===== src/rtl/disp_arbiter.sv =====
// disp_arbiter: shares the two-digit seven-segment display between the live
// output register (source 0) and three transient requesters (sources 1..3).
// A granted requester is shown as a frozen snapshot for HOLD_CYC cycles.
// Competing requests are served round-robin.
module disp_arbiter #(
    parameter int HOLD_CYC = 50_000_000,
    parameter int CW       = 26
) (
    input  logic       clk,
    input  logic       CLR,
    input  logic [7:0] OBUS,
    input  logic [7:0] d1,
    input  logic [7:0] d2,
    input  logic [7:0] d3,
    input  logic [2:0] req,
    input  logic       lock,
    output logic [7:0] disp,
    output logic [1:0] gnt,
    output logic [2:0] ack,
    output logic       busy
);

    typedef enum logic {
        ST_IDLE = 1'b0,
        ST_SHOW = 1'b1
    } state_t;

    // Last hold cycle. The counter runs 0..HOLD_CYC-1.
    localparam logic [CW-1:0] HOLD_LAST = CW'(HOLD_CYC - 1);

    // Registered state
    state_t        r_state;
    logic [2:0]    r_req_q;
    logic [2:0]    r_pending;
    logic [1:0]    r_ptr;
    logic [CW-1:0] r_cnt;
    logic [7:0]    r_disp;
    logic [1:0]    r_gnt;
    logic [2:0]    r_ack;

    // Next-state values and combinational helpers
    state_t        w_state_next;
    logic [2:0]    w_pending_next;
    logic [1:0]    w_ptr_next;
    logic [CW-1:0] w_cnt_next;
    logic [7:0]    w_disp_next;
    logic [1:0]    w_gnt_next;
    logic [2:0]    w_ack_next;

    logic [2:0]    w_rise;
    logic [1:0]    w_cand [3];
    logic [2:0]    w_cand_hit;
    logic          w_win_valid;
    logic [1:0]    w_winner;
    logic [2:0]    w_win_onehot;
    logic [7:0]    w_win_data;
    logic          w_grant;
    logic [2:0]    w_grant_onehot;

    // Source number reached k steps after p, wrapping within 1..3.
    function automatic logic [1:0] rr_step(input logic [1:0] p, input int k);
        int v;
        v = (int'(p) + 2 + k) % 3;
        return 2'(v + 1);
    endfunction

    // Only the rising edge of each request line is significant.
    assign w_rise = req & ~r_req_q;

    // Search order ptr+1, ptr+2, ptr+3; each slot checks its source's pending bit.
    genvar gi;
    generate
        for (gi = 0; gi < 3; gi++) begin : g_cand
            assign w_cand[gi]     = rr_step(r_ptr, gi + 1);
            assign w_cand_hit[gi] = r_pending[w_cand[gi] - 2'd1];
        end
    endgenerate

    // Pick the first pending source in round-robin order and fetch its data.
    always_comb begin
        w_win_valid = |w_cand_hit;
        w_winner    = w_cand[2];
        if (w_cand_hit[0]) begin
            w_winner = w_cand[0];
        end else if (w_cand_hit[1]) begin
            w_winner = w_cand[1];
        end
        w_win_onehot = 3'b001 << (w_winner - 2'd1);
        case (w_winner)
            2'd1:    w_win_data = d1;
            2'd2:    w_win_data = d2;
            2'd3:    w_win_data = d3;
            default: w_win_data = OBUS;
        endcase
    end

    // Next-state and output logic: grant decisions, hold counting, view select.
    always_comb begin
        w_state_next = r_state;
        w_ptr_next   = r_ptr;
        w_cnt_next   = r_cnt;
        w_disp_next  = r_disp;
        w_gnt_next   = r_gnt;
        w_ack_next   = 3'b000;
        w_grant      = 1'b0;

        case (r_state)
            ST_IDLE: begin
                // Live view with one register of delay.
                w_disp_next = OBUS;
                w_gnt_next  = 2'd0;
                w_cnt_next  = '0;
                if (w_win_valid && !lock) begin
                    w_grant      = 1'b1;
                    w_state_next = ST_SHOW;
                end
            end
            ST_SHOW: begin
                // lock freezes the hold counter and therefore the view.
                if (!lock) begin
                    if (r_cnt == HOLD_LAST) begin
                        if (w_win_valid) begin
                            w_grant = 1'b1;
                        end else begin
                            w_state_next = ST_IDLE;
                            w_gnt_next   = 2'd0;
                            w_disp_next  = OBUS;
                            w_cnt_next   = '0;
                        end
                    end else begin
                        w_cnt_next = r_cnt + 1'b1;
                    end
                end
            end
            default: begin
                w_state_next = ST_IDLE;
            end
        endcase

        // A grant snapshots the winner's data and restarts the hold.
        if (w_grant) begin
            w_gnt_next  = w_winner;
            w_disp_next = w_win_data;
            w_ack_next  = w_win_onehot;
            w_cnt_next  = '0;
            w_ptr_next  = w_winner;
        end

        // A rise arriving on the grant cycle of the same source re-queues it.
        w_grant_onehot = w_grant ? w_win_onehot : 3'b000;
        w_pending_next = (r_pending & ~w_grant_onehot) | w_rise;
    end

    // State register; CLR discards everything, including queued requests.
    always_ff @(posedge clk or posedge CLR) begin
        if (CLR) begin
            r_state   <= ST_IDLE;
            r_req_q   <= 3'b000;
            r_pending <= 3'b000;
            r_ptr     <= 2'd3;
            r_cnt     <= '0;
            r_disp    <= 8'h00;
            r_gnt     <= 2'd0;
            r_ack     <= 3'b000;
        end else begin
            r_state   <= w_state_next;
            r_req_q   <= req;
            r_pending <= w_pending_next;
            r_ptr     <= w_ptr_next;
            r_cnt     <= w_cnt_next;
            r_disp    <= w_disp_next;
            r_gnt     <= w_gnt_next;
            r_ack     <= w_ack_next;
        end
    end

    assign disp = r_disp;
    assign gnt  = r_gnt;
    assign ack  = r_ack;
    assign busy = (r_state == ST_SHOW);

endmodule


===== config.mk =====
export PLATFORM = sky130hd
export DESIGN_NAME = disp_arbiter
export DESIGN_NICKNAME = d
export VERILOG_FILES = /design/src/rtl/disp_arbiter.sv
export SDC_FILE = /design/constraint.sdc
export NUM_CORES = 1
export LEC_CHECK = 0
export ABC_AREA = 1
export CAP_MARGIN = 20
export CORE_AREA = 3 3 93 95
export CTS_BUF_LIST = sky130_fd_sc_hd__clkbuf_16
export DETAILED_ROUTE_END_ITERATION = 8
export DIE_AREA = 0 0 96 98
export PLACE_DENSITY_LB_ADDON = 0.08
export SLEW_MARGIN = 20
export SYNTH_ARGS = -nofsm -noshare
export SYNTH_HDL_FRONTEND = slang
export SYNTH_SLANG_ARGS = --single-unit

===== constraint.sdc =====
create_clock -name clk -period 7 [get_ports clk]
set_clock_uncertainty 0.2 [all_clocks]
set_input_delay 1.05 -clock clk [delete_from_list [all_inputs] [get_ports clk]]
set_output_delay 1.05 -clock clk [all_outputs]
set_load 0.02 [all_outputs]

# Yosys cells after proc, flatten, opt, wreduce, memory -nomap -nowiden
# Index checks and enable logic that the tools add are counted.
word_totals:
  word_cells: 79
  register_bits: 48
  out_inout_bits: 14
  inputBits: 38
op_classes:
  eq_ne: 8
  addsub: 12
  mux: 33
  order_cmp: 3
  n_shift: 1
  reduce_logical: 5
  bitwise_logic: 6
  div_mod_pow: 3
op_table:
  columns: ["operator", "n"]
  rows:
  - ["2-to-1 mux 26 bit", 4]
  - ["modulo 32 x 3 -> 32 bit, second input constant", 3]
  - ["one-hot mux 26 bit (2 select lines)", 1]
  - ["adder 32 x 2 -> 32 bit, second input constant", 1]
  - ["adder 32 x 3 -> 32 bit, second input constant", 1]
  - ["2-to-1 mux 8 bit", 4]
  - ["adder 26 x 1 -> 26 bit, second input constant", 1]
  - ["== test 26 bit, second input constant", 1]
  - ["one-hot mux 8 bit (3 select lines)", 1]
  - ["one-hot mux 8 bit (2 select lines)", 1]
  - ["2-to-1 mux 2 bit", 6]
  - ["< comparator 2 x 3 -> 1 bit, second input constant", 3]
  - ["2-to-1 mux 1 bit", 9]
  - ["subtractor 2 x 1 -> 2 bit, second input constant", 4]
  - ["adder 2 bit, second input constant", 3]
  - ["AND 3 bit", 2]
  - ["binary-select mux 1 bit (select 2 bit)", 3]
  - ["inequality test 3 x 2 -> 1 bit, second input constant", 2]
  - ["inverter 3 bit", 2]
  - ["adder 3 x 2 -> 4 bit, second input constant", 1]
  - ["== test 2 bit, second input constant", 2]
  - ["inequality test 4 bit, second input constant", 1]
  - ["one-hot mux 1 bit (2 select lines)", 2]
  - ["one-hot mux 2 bit (2 select lines)", 1]
  - ["12 further kinds", 12]

# Longest topological paths before layout
logic_depth:
  ltp_word: 16
  depth_mapped: 16

# Worst setup path before layout
# OpenSTA, ideal clock, no wires.
synth_timing:
  path_type: "input-to-reg"
  from: "in lock"
  to: "reg r_cnt[14]"
  slack_ps: 4729
  path_stages: 8
  path_buffers: 0
  t_arrival_ps: 1950
  cell_sequence: "nand2_1 -> clkinv_1 -> nor3_2 -> nand2_1 -> nor2_1 -> nand2_1 -> o21ai_1 -> a21oi_1"
synth_via:
  elab_chain_cells: 6
synth_lines:
  columns: ["element", "line_no", "rtl"]
  rows:
  - ["start, declared", "16", "input logic lock,"]
  - ["logical NOT 1 bit", null, null]
  - ["logical AND 1 bit", "113", "if (w_win_valid && !lock) begin"]
  - ["2-to-1 mux 1 bit", "113", null]
  - ["one-hot mux 1 bit (2 select lines)", "107", "case (r_state)"]
  - ["inequality test 4 bit (no source line) / inequality test 3 x 2 -> 1 bit (equally long branches)", null, null]
  - ["AND reduction 2 bit (no source line)", null, null]
  - ["end signal, assigned", "170", "r_cnt <= w_cnt_next;"]
  - ["end, declared", "36", "logic [CW-1:0] r_cnt;"]
# Parallel ways exist; a longest one is shown, timed or not.
# A chain may end at the register's enable or synchronous reset.

# Worst setup path in the final report
# Same ends and word-level chain as after synthesis.

==> results.txt <==
- At the later pin of the worst-skew pair, clock insertion delay measures ~280 ps.
* Mean number of vias per cell: roughly 4.8
- The worst setup path is launched from an input port.
- PD cells: around 170 nW/µm²
- Initial standard-cell utilization of the core: 0.3835
- The die is 98 µm tall.
- The count of nets left with antenna violations once routing finished came out at 0.
- Core region area: 7807 µm²
* Clock share of power: 0.370
- The floorplan step defined a die boundary enclosing approximately 9400 µm².
- From left edge to right edge, the die measures 96 µm.
- Clock slew seen by the registers of the worst setup and hold paths: roughly 60 ps
- The share of total power dissipated in sequential elements is 0.508.
- For this design, the sink count on the clock tree is 48.
- Met2 wire length: 3295 µm
- After clock tree synthesis, the repair step resized 0 gates.
- The floorplan has 32 rows.
- Share of the cycle needed by the critical path after routing: 0.4363
- The repair_antennas step left the layout with diodes totalling 0.
- Global-route wire length before repair: between 10,000 and 15,000 µm
* Drt initial violations: between 80 and 90
- Highest metal used: met4
* Yosys warns: 0
- Post-synth cell types: 38
* Proportion of layout cells with a drive suffix above 1: 0.09871
* Final standard cell utilization of the core: 0.4772
- Top-Level Pins: 52
* Highest-count cells in the layout ignoring fill and taps: sky130_fd_sc_hd__nand2_1 (112), sky130_fd_sc_hd__nor2_1 (57), sky130_fd_sc_hd__inv_1 (51), sky130_fd_sc_hd__clkdlybuf4s50_1 (51), sky130_fd_sc_hd__dfrtp_1 (46)
* Number of buffers inserted during clock tree synthesis: 5
* Worst IR drop on VDD: 0.00008077 V
* Largest fanout on the critical path: 12
- Reg-to-Reg Start: r_ptr[0]
- Hold timing on the final database bottoms out at a slack of 226.5 ps.
* Post-CTS Hold Buffers: 0
- Final count of negative-setup-slack endpoints: 0
- STA classifies the critical path endpoint as a register.
- The internal portion of the total power is 0.0004643 W.
- For this design the total switching power over the nets is between 0.00015 and 0.0002 W.
- From synthesis to final layout, the design area changed by 24.45%.
* Category of the most critical setup path: in2reg
- Across every metal layer, demand over resource in global routing totals 0.1648.
- Total length of routed wires: 7147 µm
- The number of nets in the synthesized netlist is 457.
- Via total after detailed routing: around 2,700
- Data required time at the worst endpoint: roughly 7000 ps
- Input and output buffers added on the ports amount to between 50 and 60.
* RSZ-0062 raised after global routing: no
- TritonCTS built the clock tree.
* Fmax: roughly 330 MHz
- In this run the tightest slew margin relative to its limit is 0.4325.
* Worst min-delay path category: reg2reg
- Hold Startpoint: r_req_q[1]
* Post-synthesis instance total: 414
* Synthesized flop and latch total: between 40 and 50
- Fill cells in the final layout number 764.
* Routed len/inst: ~13 µm
- HPWL reported at the end of detailed placement: about 5400 µm
- Least-Margin Pin Slew: 851.2 ps
* Leak Pwr: approximately 1.8 nW
- The initial antenna violation count came to 0.
* Met3 wire length: a little over 400 µm
* Post-CTS setup repair buffer count: 0
- Beginning of the critical path: lock
- The tree is rooted in a sky130_fd_sc_hd__clkbuf_16.
- Data on the critical path arrives at its endpoint at around 3000 ps.
* Total overflow reported by the global router: 0
- Iteration count of the initial detailed-routing pass: 6
* Max-cap viol count: 0
* Most common cell after layout, fill and taps aside: sky130_fd_sc_hd__nand2_1
- Storage cell area: approximately 1200 µm²
* Switching Fraction: 0.2524
- For this run, the register share of the synthesized area comes to 0.4020.
* Final Wtd Congestion: a little under 0.9
- The share of total power dissipated in combinational logic is 0.122.
- The multi-input combinational cells in the finished layout cover a total of approximately 1500 µm².
- After detailed routing, the wire length on met1 is 3304 µm.
- Buffer levels on the longest clock path: 2
- The via count of the first global-routing pass is 2,695.
- Final-stage net count: just over 500
- Post-Route Setup TNS: 0 ps
- The number of max-slew violations in the final report was 0.
- Outcome: complete, no violations
* Mapped cell area: 2994 µm²
* Number of H-tree levels: 2
* Synthesized area divided by synthesized cell count: between 7 and 8 µm²
* Shortest period the worst path allows: ~3000 ps
* Largest net degree at the start of global routing: slightly below 50
- The number of endpoints with negative hold slack in the final report was 0.
- For this run, design rule violations remaining after detail routing come to 0.
==> worst max-delay path, stage by stage <==
cell and delay (ps):
sky130_fd_sc_hd__clkdlybuf4s50_1 450, sky130_fd_sc_hd__nand2_1 360, sky130_fd_sc_hd__clkinv_1 370, sky130_fd_sc_hd__nor3_2 310
sky130_fd_sc_hd__nand2_1 80, sky130_fd_sc_hd__nor2_1 140, sky130_fd_sc_hd__nand2_1 90, sky130_fd_sc_hd__o21ai_1 120
sky130_fd_sc_hd__a21oi_1 60
==> cells by family (layout without fill, tap and decap cells) <==
logic type               after synthesis  count (layout)  synth area share
XOR/XNOR                              10              10           0.02925
buffers and inverters                 67             119           0.08984
adder cells (fa/ha/maj)                5               5           0.02089
AO/OA/AOI/OAI                         36              36           0.07271
flip-flops                            48              48            0.4020
AND/OR/NAND/NOR                      248             248            0.3853
==> power groups by stage <==
stage	logic, W	clock network, W	registers (W)
floorplan	0.0000490	0	0.000314
global placement	0.0000756	0	0.000320
detailed placement	0.0000767	0	0.000320
CTS	0.0000769	0.000238	0.000315
global route	0.0000872	0.000249	0.000320
finish	0.0000758	0.000230	0.000316
==> state kept, by name, summed over array words and instances, names as in the netlist <==
| register | cells |
|---|---|
| r_ptr | 2 |
| disp | 8 |
| r_pending | 3 |
| ack | 3 |
| busy | 1 |
| gnt | 2 |
| r_cnt | 26 |
| r_req_q | 3 |
==> layout make-up <==
type	count	area share
clock inverters	3	0.003022
flip-flops and latches	48	0.3230
repair buffers	51	0.1370
well taps	102	0.03425
inverters	60	0.06078
multi-input cells	299	0.4083
clock buffers	5	0.03358
==> final timing paths <==
check                                to  slack (ps)  depth (start not counted)
hold / removal             r_pending[1]         230                          1
setup reg to reg                disp[3]        4340                         14
hold reg to reg            r_pending[1]         230                          1
min in group asynchronous        ack[1]        1030                          2
max in group asynchronous       disp[0]        5060                          2
setup / recovery              r_cnt[14]        3950                          9
==> per-layer routing <==
| metal | global-route usage | vias to the layer above |
|---|---|---|
| li1 | - | 1410 |
| met1 | 0.2169 | 1234 |
| met2 | 0.2602 | 66 |
| met3 | 0.04391 | 11 |
| met4 | 0.05361 | 0 |
| met5 | 0 | - |
==> synthesized netlist by cell type (all sizes together) <==
cell    number  area (µm²)
nand3b       1       7.510
a32o         1       10.01
a211oi       2       15.01
nor3         8       50.05
a21oi       14       70.07
dfrtp       46        1151
nor4         2       18.77
inv         59       221.5
o22ai        4       25.02
nand3       42       242.7
o21ai       13       80.08
ha           5       62.56
nand4        4       25.02
a41oi        2       17.52
dfstp        2       52.55
xnor2        4       35.03
nor3b        3       22.52
clkinv       1       3.750
or2          1       6.260
nor2        66       299.0
xor2         6       52.55
nand2      121       481.7
buf          7       43.79
==> stage by stage <==
step | area, µm² | std cells | setup WS [ps] | power [W]
finish | 3726 | 568 | 3946 | 0.0006211
global route | 3726 | 568 | 3652 | 0.0006558
CTS | 3725 | 568 | 3896 | 0.0006299
detailed placement | 3588 | 560 | 3655 | 0.0003967
global placement | 3588 | 560 | 3671 | 0.0003959
floorplan | 2994 | 414 | 4609 | 0.0003631
Power figures use the tool's default switching activity.
